**config.mk**
```make
export PLATFORM = sky130hd
export DESIGN_NAME = renderiza_tabuleiro
export DESIGN_NICKNAME = d
export VERILOG_FILES = /design/src/rtl/renderiza_tabuleiro.sv
export SDC_FILE = /design/constraint.sdc
export NUM_CORES = 1
export LEC_CHECK = 0
export ABC_AREA = 1
export CORE_MARGIN = 1.5
export CORE_UTILIZATION = 47
export DETAILED_ROUTE_END_ITERATION = 6
export HOLD_SLACK_MARGIN = 0.03
export PLACE_DENSITY = 0.82
export SYNTH_ARGS = -nofsm -noshare
export SYNTH_HDL_FRONTEND = slang
export SYNTH_SLANG_ARGS = --single-unit
```
**constraint.sdc**
```tcl
create_clock -name clk -period 1.3 [get_ports clk]
set_input_delay 0.13 -clock clk [delete_from_list [all_inputs] [get_ports clk]]
set_output_delay 0.13 -clock clk [all_outputs]
set_load 0.05 [all_outputs]
```
**src/rtl/renderiza_tabuleiro.sv**
```systemverilog
// Board renderer: two-stage pixel pipeline that maps sync-generator coordinates
// onto a N x N grid of cells, fetches the cell code from the board RAM and
// produces RGB with grid lines, a blinking cursor and delayed syncs.
module renderiza_tabuleiro #(
  parameter int X0      = 160,
  parameter int Y0      = 80,
  parameter int LOG_CEL = 5,
  parameter int N       = 10
) (
  input  logic       clk,
  input  logic       reset,
  input  logic [9:0] linha,
  input  logic [9:0] coluna,
  input  logic       regiaoAtiva,
  input  logic       h_sync_in,
  input  logic       v_sync_in,
  input  logic [3:0] cursor_linha,
  input  logic [3:0] cursor_coluna,
  input  logic       mostra_navios,
  output logic [6:0] mem_addr,
  input  logic [1:0] mem_dado,
  output logic [3:0] vga_r,
  output logic [3:0] vga_g,
  output logic [3:0] vga_b,
  output logic       h_sync,
  output logic       v_sync
);

  localparam int SPAN = N << LOG_CEL;
  localparam int CEL  = 1 << LOG_CEL;
  localparam int NB   = $clog2(N) + 1;
  localparam logic [LOG_CEL-1:0] OFF_LAST = LOG_CEL'(CEL - 1);
  localparam logic [LOG_CEL-1:0] OFF_PREV = LOG_CEL'(CEL - 2);

  // Stage 1 combinational terms
  logic [10:0] col_ext, lin_ext;
  logic        on_x, on_y, on_board;
  logic [9:0]  dx, dy, cel_col, cel_row;
  logic [LOG_CEL-1:0] off_x, off_y;
  logic        border_x, border_y, grid_d, cursor_ok, cursor_d;
  logic [9:0]  addr_acc [NB+1];
  logic [6:0]  mem_addr_d;

  // Stage 1 registers
  logic [6:0]  mem_addr_q;
  logic        onb_q, grid_q, cursor_q, mostra_q, act1_q, hs1_q, vs1_q;
  // Stage 2 registers
  logic        act2_q, hs2_q, vs2_q;
  logic [11:0] rgb_q, rgb_d;
  logic [4:0]  frame_q;

  // Board-window test and cell/offset decomposition for the incoming pixel
  always_comb begin
    col_ext  = {1'b0, coluna};
    lin_ext  = {1'b0, linha};
    on_x     = (col_ext >= 11'(X0)) && (col_ext < 11'(X0 + SPAN));
    on_y     = (lin_ext >= 11'(Y0)) && (lin_ext < 11'(Y0 + SPAN));
    on_board = on_x && on_y;
    dx       = coluna - 10'(X0);
    dy       = linha  - 10'(Y0);
    cel_col  = dx >> LOG_CEL;
    cel_row  = dy >> LOG_CEL;
    off_x    = dx[LOG_CEL-1:0];
    off_y    = dy[LOG_CEL-1:0];
    grid_d   = (off_x == '0) || (off_y == '0) ||
               (dx == 10'(SPAN - 1)) || (dy == 10'(SPAN - 1));
    border_x = (off_x == '0) || (off_x == LOG_CEL'(1)) ||
               (off_x == OFF_PREV) || (off_x == OFF_LAST);
    border_y = (off_y == '0) || (off_y == LOG_CEL'(1)) ||
               (off_y == OFF_PREV) || (off_y == OFF_LAST);
    // Out-of-range cursor coordinates can never match a cell
    cursor_ok = ({6'b0, cursor_linha} < 10'(N)) && ({6'b0, cursor_coluna} < 10'(N));
    cursor_d  = cursor_ok && (cel_row == {6'b0, cursor_linha}) &&
                (cel_col == {6'b0, cursor_coluna}) && (border_x || border_y);
  end

  // row*N built as a chain of shifted adds, one term per set bit of N
  assign addr_acc[0] = cel_col;
  for (genvar gi = 0; gi < NB; gi++) begin : g_mul
    if (((N >> gi) & 1) == 1) begin : g_term
      assign addr_acc[gi+1] = addr_acc[gi] + (cel_row << gi);
    end else begin : g_skip
      assign addr_acc[gi+1] = addr_acc[gi];
    end
  end

  // Off-board pixels keep the last address so the RAM is not disturbed
  assign mem_addr_d = on_board ? 7'(addr_acc[NB]) : mem_addr_q;

  // Stage 1: address, pixel flags and first delay tap of the syncs
  always_ff @(posedge clk or negedge reset) begin
    if (!reset) begin
      mem_addr_q <= '0;
      onb_q      <= 1'b0;
      grid_q     <= 1'b0;
      cursor_q   <= 1'b0;
      mostra_q   <= 1'b0;
      act1_q     <= 1'b0;
      hs1_q      <= 1'b1;
      vs1_q      <= 1'b1;
    end else begin
      mem_addr_q <= mem_addr_d;
      onb_q      <= on_board;
      grid_q     <= grid_d;
      cursor_q   <= cursor_d;
      mostra_q   <= mostra_navios;
      act1_q     <= regiaoAtiva;
      hs1_q      <= h_sync_in;
      vs1_q      <= v_sync_in;
    end
  end

  // Stage 2 colour priority: blanking, background, cursor, grid, cell code
  always_comb begin
    rgb_d = 12'h000;
    if (!act2_q_next_src()) rgb_d = 12'h000;
    else if (!onb_q)                 rgb_d = 12'h001;
    else if (cursor_q && frame_q[4]) rgb_d = 12'hFF0;
    else if (grid_q)                 rgb_d = 12'hFFF;
    else begin
      case (mem_dado)
        2'd1:    rgb_d = mostra_q ? 12'h888 : 12'h00A;
        2'd2:    rgb_d = 12'hF00;
        2'd3:    rgb_d = 12'hAAA;
        default: rgb_d = 12'h00A;
      endcase
    end
  end

  // The colour is registered at the same edge that the second sync tap is,
  // so it is qualified by the first-tap active flag of the same pixel.
  function automatic logic act2_q_next_src();
    return act1_q;
  endfunction

  // Stage 2: colour register and second delay tap
  always_ff @(posedge clk or negedge reset) begin
    if (!reset) begin
      rgb_q  <= '0;
      act2_q <= 1'b0;
      hs2_q  <= 1'b1;
      vs2_q  <= 1'b1;
    end else begin
      rgb_q  <= rgb_d;
      act2_q <= act1_q;
      hs2_q  <= hs1_q;
      vs2_q  <= vs1_q;
    end
  end

  // Frame counter advances on each falling edge of the incoming v_sync
  always_ff @(posedge clk or negedge reset) begin
    if (!reset)                     frame_q <= '0;
    else if (vs1_q && !v_sync_in)   frame_q <= frame_q + 5'd1;
  end

  assign mem_addr = mem_addr_q;
  assign vga_r    = rgb_q[11:8];
  assign vga_g    = rgb_q[7:4];
  assign vga_b    = rgb_q[3:0];
  assign h_sync   = hs2_q;
  assign v_sync   = vs2_q;

  logic unused_act2;
  assign unused_act2 = act2_q;

endmodule

```
==> metrics.yaml, run 1 <==
htree_num_levels: 2
root_buffer: "clkbuf_8"
cts_made_buffers: 5
cts_sinks: 31
cts_buffer_depth: 2
ios: 57
worstEpCategory: "register data pin"
synth_common_cells: "nand2_1 (68), inv_1 (37), dfrtp_1 (27)"
crit_endpoint: "mem_addr[6]$_DFFE_PN0P_/D"
dieHeight_um: 66.74
ys_warn_count: 0
synthDistinctLibCells: 33
routabilityCongestion: 0.8508
yosys.area.top_type_share: 0.3539
die_w_um: 66.74
buffer_ports.inserted: 56
start_util: 0.5063
ys_seq_area_frac: 0.4089
syn-cell-area_um2: 1909
status: "stopped before the end"
rows: 22
synth_area_leaders: "dfrtp_1 (35%), nand2_1 (13%), ha_1 (7.9%)"
error: "[ERROR DPL-0038] Utilization greater than 100%, impossible to legalize"
grt_max_degree: 32
synth_top_area_cell: "dfrtp_1"
synthCells: 237
synthesis.nets: 288
ys_async_sr_fraction: 1.000
ys_ff_latch: 31
yosysMostFrequentCell: "nand2_1"
synth_edf_count: 0
yosys_most_used_dff: "dfrtp_1"
lastStage: "global routing (5_1_grt)"
syn_avg_cell_area_um2: 8.056
hpwl_um: 4420
stage by stage:
| step | std cells | util | area (µm²) | setup WS [ns] |
|---|---|---|---|---|
| CTS | 417 | 0.9486 | 3577 | -0.6739 |
| global placement | 378 | 0.8324 | 3139 | -1.330 |
| detailed placement | 378 | 0.8324 | 3139 | -1.486 |
| floorplan | 237 | - | 2009 | -0.7010 |
cells by family after synthesis:
kind of cell	after synthesis	share of synthesized area
xor gates and xnor gates	8	0.03670
DFF	31	0.4089
AOI/OAI and AO/OA	17	0.05701
buffers and inverters	41	0.08846
muxes	1	0.005897
adders and majority gates	15	0.1101
and+or+nand+nor	124	0.2929
what timing repair did:
item,CTS
buffers inserted,32
endpoints found under the setup margin,11
pin swaps,20
hold buffers,0
resized for setup,64
==> run 2: changes to the inputs <==
- CORE_UTILIZATION: 47 -> 37
- HOLD_SLACK_MARGIN: 0.03 -> not set
- PLACE_DENSITY: 0.82 -> not set
- PLACE_DENSITY_LB_ADDON: not set -> 0.15
==> run 2 against run 1 <==
  * The flow now finishes, with violations (setup timing)
  * Synthesized cell count is the same
  * Area after synthesis is the same
==> metrics.yaml, run 2 <==
status: "finished with violations"
fmax_ghz: 0.5305
synth_top_area_cell: "dfrtp_1"
p_comb_frac: 0.455
via_per_inst: 4.566
dieHeight_um: 74.84  # +12%
cts_buffer_depth: 2  # unchanged
layout.nets: 402
maxSlewViolCount: 0
grt_overflow: 0
ys_warn_count: 0  # unchanged
fin_ws_ns: -0.5849
worst_pin_slew_ns: 0.2591
die_area_um2: 5600
hold_class: "primary input to register"
wl_per_cell_um: 12.72
fillerInstances: 359
finalNonFillerCells: 419
critPathLaunchType: "primary input"
worst-path-max-fanout: 3
grt_util_met2: 0.3687
rows: 25  # +14%
holdWs_ns: 0.1667
cp_cell_sequence: "buf_8, clkinvlp_4, ha_4, inv_2, nand2_4, nand3_2, nand2_2, fa_1, ha_4, nand2_2, nand2_2, a21oi_2, nand3b_1, nand2_1, nand2_1, nand2_1"
post_route_cells_drive_above_1_share: 0.4176
syn-cell-area_um2: 1909  # unchanged
total_power_uw: 4219
worstSetupPathType: "primary input to register"
antenna_cells: 0
yosys.area.top_type_share: 0.3539  # unchanged
dr_total_vias: 1913
leakagePower_uw: 0.001730
path_buf_inv: 3
start_util: 0.3938  # -0.1125
min_to: "mem_addr[0]"
hpwl_um: 4125  # -6.7%
hold_buffers: 0  # unchanged
coreArea_um2: 4848
place_ws_ns: -1.438  # +0.04892 ns
drcViolationCount: 0
p_sw_frac: 0.3425
worstHoldStart: "coluna[5]"
top_register: "rgb_q"
timing.final.crit_share: 1.450
die_w_um: 74.84  # +12%
fin_tns_setup_ns: -2.053
grt_max_degree: 32
clock_skew_ns: 0.005645
layout_min_cycle_time_ns: 1.885
rr_endpoint: "frame_q[3]"
grtUsageMet3: 0.03882
cts_sinks: 31  # unchanged
worst_ep_required_time_ns: 1.47
ys_ff_latch: 31  # unchanged
cts_tree: "done"
synthDistinctLibCells: 33  # unchanged
p_int_uw: 2774
grt_usage: 0.2120
maxCapViolCount: 0
reg2reg_depth: 5
dr.pass1.iters: 4
power.ir.vdd_worst_uv: 1106
rsz0062_at_grt: "yes"
critPathTopFamily: "adder cells"
yosysMostFrequentCell: "nand2_1"
cts_made_buffers: 5  # unchanged
power.share.sequential: 0.315
synth_area_leaders: "dfrtp_1 (35%), nand2_1 (13%), ha_1 (7.9%)"
worstSkewPairLatency_ns: 0.28
yosys_most_used_dff: "dfrtp_1"
synth_edf_count: 0  # unchanged
rrSetupSlack_ns: 0.05
syn_avg_cell_area_um2: 8.056  # unchanged
violations: "setup timing"
antenna_found_initial: 0
synth_common_cells: "nand2_1 (68), inv_1 (37), dfrtp_1 (27)"
path_clk_slew_ns: 0.07
hold_viol_final: 0
final_cell_mix: "nand2_1 (55), buf_4 (46), dfrtp_1 (27)"
r2r_start: "vs1_q"
largest_reg_flops: 10
htree_num_levels: 2  # unchanged
ant_nets: 0
hold-path-cell-count: 3
syn_to_final_growth_pct: 83.09
grt_pass1_wl_um: 8976
buffer_ports.inserted: 56  # unchanged
critPathMaxStageDelay_ns: 0.53
met1_usage: 0.2746
ys_async_sr_fraction: 1.000  # unchanged
clockPowerShare: 0.230
placedCellCount: 397  # +5.0%
top_usage_layer: "met2"
p_switching_uw: 1445
grt_pass1_vias: 2023
ios: 57  # unchanged
endpoint_kind: "register"
relSlewSlack: 0.8259
synthesis.nets: 288  # unchanged
wl_um: 5330
synthCells: 237  # unchanged
drt-initial-drc-count: 119
power_density_nw_per_um2: 1207
ys_seq_area_frac: 0.4089  # unchanged
layout.cells.most_common: "nand2_1"
root_buffer: "clkbuf_8"
cp.arrival_ns: 2.06
routabilityCongestion: 0.8287  # -2.6%
cpMaxStageDelayCell: "fa_1"
setup_violations: 4
[run 2: worst max-delay path by stage]
stage	start	slack [ns]	endpoint	cells past startpoint
global placement	coluna[5]	-1.36	mem_addr[6]	18
finish	linha[4]	-0.58	mem_addr[6]	16
floorplan	linha[4]	-0.70	mem_addr[6]	15
detailed placement	coluna[5]	-1.44	mem_addr[6]	18
CTS	linha[4]	-0.58	mem_addr[6]	17
global route	linha[4]	-0.67	mem_addr[6]	16
[run 2: stage by stage]
step,util,cell area (µm²)
floorplan,-,2009
global placement,0.6498,3151
detailed placement,0.6498,3151
CTS,0.7208,3495
global route,0.7210,3496
finish,0.7210,3496
[run 2: logic make-up (layout without fill, tap and decap cells)]
logic type,after synthesis,count (layout),share of synthesized area
AOI/OAI and AO/OA,17,17,0.05701
xor gates and xnor gates,8,8,0.03670
adders and majority gates,15,15,0.1101
buffers and inverters,41,156,0.08846
DFF,31,31,0.4089
muxes,1,1,0.005897
and+or+nand+nor,124,124,0.2929
[run 2: tightest hold or removal path: cells and delay by family]
kind,cells,cell delay [ns]
compound gates,1,0.07
buf+inv,2,0.21
[run 2: area by class of cell]
cell class / instances / area [µm²] / area share
sequential: 31 / 780.7 / 0.2233
timing repair buffer: 110 / 1212 / 0.3468
clock buffer: 6 / 82.58 / 0.02362
inverter: 38 / 158.9 / 0.04545
tap: 67 / 83.83 / 0.02398
multi-input combinational: 165 / 1142 / 0.3268
clock inverter: 2 / 35.03 / 0.01002
[run 2: power groups by stage]
stage / clock [µW] / combinational [µW] / sequential, µW
6_report: 972 / 1920 / 1330
5_1_grt: 1050 / 2060 / 1350
4_1_cts: 996 / 1870 / 1330
3_5_place_dp: 0 / 1690 / 1340
3_3_place_gp: 0 / 1660 / 1340
2_1_floorplan: 0 / 577 / 1580
[run 2: what timing repair did]
action                                  4_1_cts  5_1_grt
setup buffers                                16        4
endpoints found under the setup margin       10       11
resized for setup                            67       14
pin swaps                                    22       15
[run 2: layer usage]
| layer | wire (µm) | part of all wire | up-vias |
|---|---|---|---|
| met3 | 170 | 0.032 | 4 |
| met5 | 0 | 0 | - |
| met4 | 13 | 0.0024 | 0 |
| met2 | 2723 | 0.51 | 46 |
| met1 | 2422 | 0.45 | 880 |
| li1 | - | - | 983 |
Power figures use the tool's default switching activity.
==> run 3: changes to the inputs <==
- DONT_BUFFER_PORTS: not set -> 1
==> run 3 against run 2 <==
  * The flow still finishes with violations (setup timing)
  * Clock-buffer cell count is the same
  * Sequential share of layout area is 7.7 points higher
  * Routed wire length down 17%
  * Critical path type unchanged
  * Critical endpoint is now mem_addr[5]
==> metrics.yaml, run 3 (synthesis results as in run 2) <==
total_power_uw: 3568  # -15%
met1_usage: 0.2146  # -0.05993
fillerInstances: 465  # +30%
worstSkewPairLatency_ns: 0.28  # about the same
hold_class: "primary input to register"
post_route_cells_drive_above_1_share: 0.3193  # -0.09832
buffer_ports.inserted: 0  # -100%
rsz0062_at_grt: "yes"
worstSetupPathType: "primary input to register"
cts_tree: "done"
cp_cell_sequence: "inv_6, ha_4, inv_4, nand2_4, nand2_1, nand2_1, nand2_2, inv_2, fa_1, ha_4, buf_4, nand2_2, nand3_2, xnor2_2, o21ai_2"
hold_viol_final: 0  # unchanged
endpoint_kind: "register"
setup_violations: 4  # unchanged
dieHeight_um: 74.84  # unchanged
power_density_nw_per_um2: 1370  # +14%
critPathMaxStageDelay_ns: 0.54  # about the same
largest_reg_flops: 10  # unchanged
violations: "setup timing"
drcViolationCount: 0  # unchanged
dr_total_vias: 1649  # -14%
worst_pin_slew_ns: 0.4776  # +0.2185 ns
layout_min_cycle_time_ns: 1.784  # -0.1010 ns
timing.final.crit_share: 1.372  # -0.07766
maxCapViolCount: 0  # unchanged
coreArea_um2: 4848  # unchanged
die_area_um2: 5600  # unchanged
ant_nets: 0  # unchanged
critPathLaunchType: "primary input"
htree_num_levels: 2  # unchanged
die_w_um: 74.84  # unchanged
min_to: "rgb_q[10]"
wl_um: 4414  # -17%
ios: 57  # unchanged
cpMaxStageDelayCell: "fa_1"
dr.pass1.iters: 4  # unchanged
placed_cell_area_um2: 2300  # -27%
grt_util_met2: 0.2901  # -0.07866
status: "finished with violations"
path_clk_slew_ns: 0.07  # about the same
drt-initial-drc-count: 54  # -55%
via_per_inst: 4.685  # +2.6%
antenna_found_initial: 0  # unchanged
wl_per_cell_um: 12.54  # -1.4%
layout.nets: 335  # -17%
worstHoldStart: "mem_dado[1]"
grtUsageMet3: 0.05890  # +0.02008
grt_overflow: 0  # unchanged
r2r_start: "vs1_q"
critPathTopFamily: "adder cells"
layout.cells.most_common: "nand2_1"
fin_ws_ns: -0.4839  # +0.1010 ns
rows: 25  # unchanged
cts_made_buffers: 5  # unchanged
final_cell_mix: "nand2_1 (58), buf_4 (35), inv_1 (27), dfrtp_1 (27), nor2_1 (18)"
grt_usage: 0.1760  # -0.03605
reg2reg_depth: 4  # -1
fmax_ghz: 0.5606  # +5.7%
grt_max_degree: 32  # unchanged
power.ir.vdd_worst_uv: 1313  # +19%
fin_tns_setup_ns: -1.471  # +0.5819 ns
top_usage_layer: "met2"
cp.arrival_ns: 1.95  # -0.11 ns
start_util: 0.3938  # unchanged
clock_skew_ns: 0.004256  # -0.001389 ns
holdWs_ns: 0.02697  # -0.1397 ns
relSlewSlack: 0.6816  # -0.1443
routabilityCongestion: 0.8837  # +6.6%
rr_endpoint: "frame_q[1]"
cts_buffer_depth: 2  # unchanged
leakagePower_uw: 0.001338  # -23%
worst-path-max-fanout: 5  # +2
hpwl_um: 3514  # -15%
rrSetupSlack_ns: 0.07  # +0.02 ns
grt_pass1_wl_um: 7258  # -19%
root_buffer: "clkbuf_8"
antenna_cells: 0  # unchanged
top_register: "rgb_q"
maxSlewViolCount: 0  # unchanged
worst_ep_required_time_ns: 1.47  # about the same
cts_sinks: 31  # unchanged
syn_to_final_growth_pct: 36.37
grt_pass1_vias: 1601  # -21%
path_buf_inv: 4  # +1
place_ws_ns: -0.8047  # +0.6328 ns
final_area_um2: 2604  # -26%
hold-path-cell-count: 2  # -1
run 3: layout make-up:
| class | instances | area [µm²] | area share |
|---|---|---|---|
| Multi-Input combinational cell | 165 | 1107 | 0.4253 |
| Timing Repair Buffer | 43 | 352.8 | 0.1355 |
| Clock inverter | 2 | 35.03 | 0.01346 |
| Tap cell | 67 | 83.83 | 0.03220 |
| Clock buffer | 6 | 82.58 | 0.03172 |
| Inverter | 38 | 161.4 | 0.06199 |
| Sequential cell | 31 | 780.7 | 0.2999 |
run 3: worst register-to-register path, stage by stage (launching register included):
cell and delay [ns]:
dfstp_2 0.53, inv_1 0.04, nor2_1 0.08, buf_4 0.14
mux2_2 0.33
run 3: timing repair:
action | CTS | global route
hold buffers | 7 | 1
pin swaps | 16 | 11
endpoints found under the setup margin | 4 | 6
resized for setup | 12 | 10
endpoints found under the hold margin | 36 | 1
buffers inserted | 1 | 3
run 3: worst max path at each step:
stage | depth (start not counted) | endpoint | startpoint
6_report | 15 | mem_addr[5] | coluna[5]
5_1_grt | 17 | mem_addr[6] | coluna[5]
4_1_cts | 15 | mem_addr[6] | linha[4]
3_5_place_dp | 17 | mem_addr[6] | coluna[6]
3_3_place_gp | 17 | mem_addr[6] | coluna[6]
2_1_floorplan | 15 | mem_addr[6] | linha[4]
run 3: routing by layer:
metal  up-vias  part of all wire
met5         -                 0
met4         0             0.021
met3        10             0.055
met2        39              0.47
met1       755              0.45
li1        845                 -
run 3: per-stage QoR:
stage / instances / utilization
detailed placement: 332 / 0.4743
floorplan: 237 / -
finish: 352 / 0.5370
global route: 352 / 0.5370
CTS: 348 / 0.5241
global placement: 332 / 0.4743
run 3: report_power, final:
part / switching, µW / internal [µW]
logic: 705 / 554
registers: 199 / 1150
clock network: 341 / 619
total: 1240 / 2320
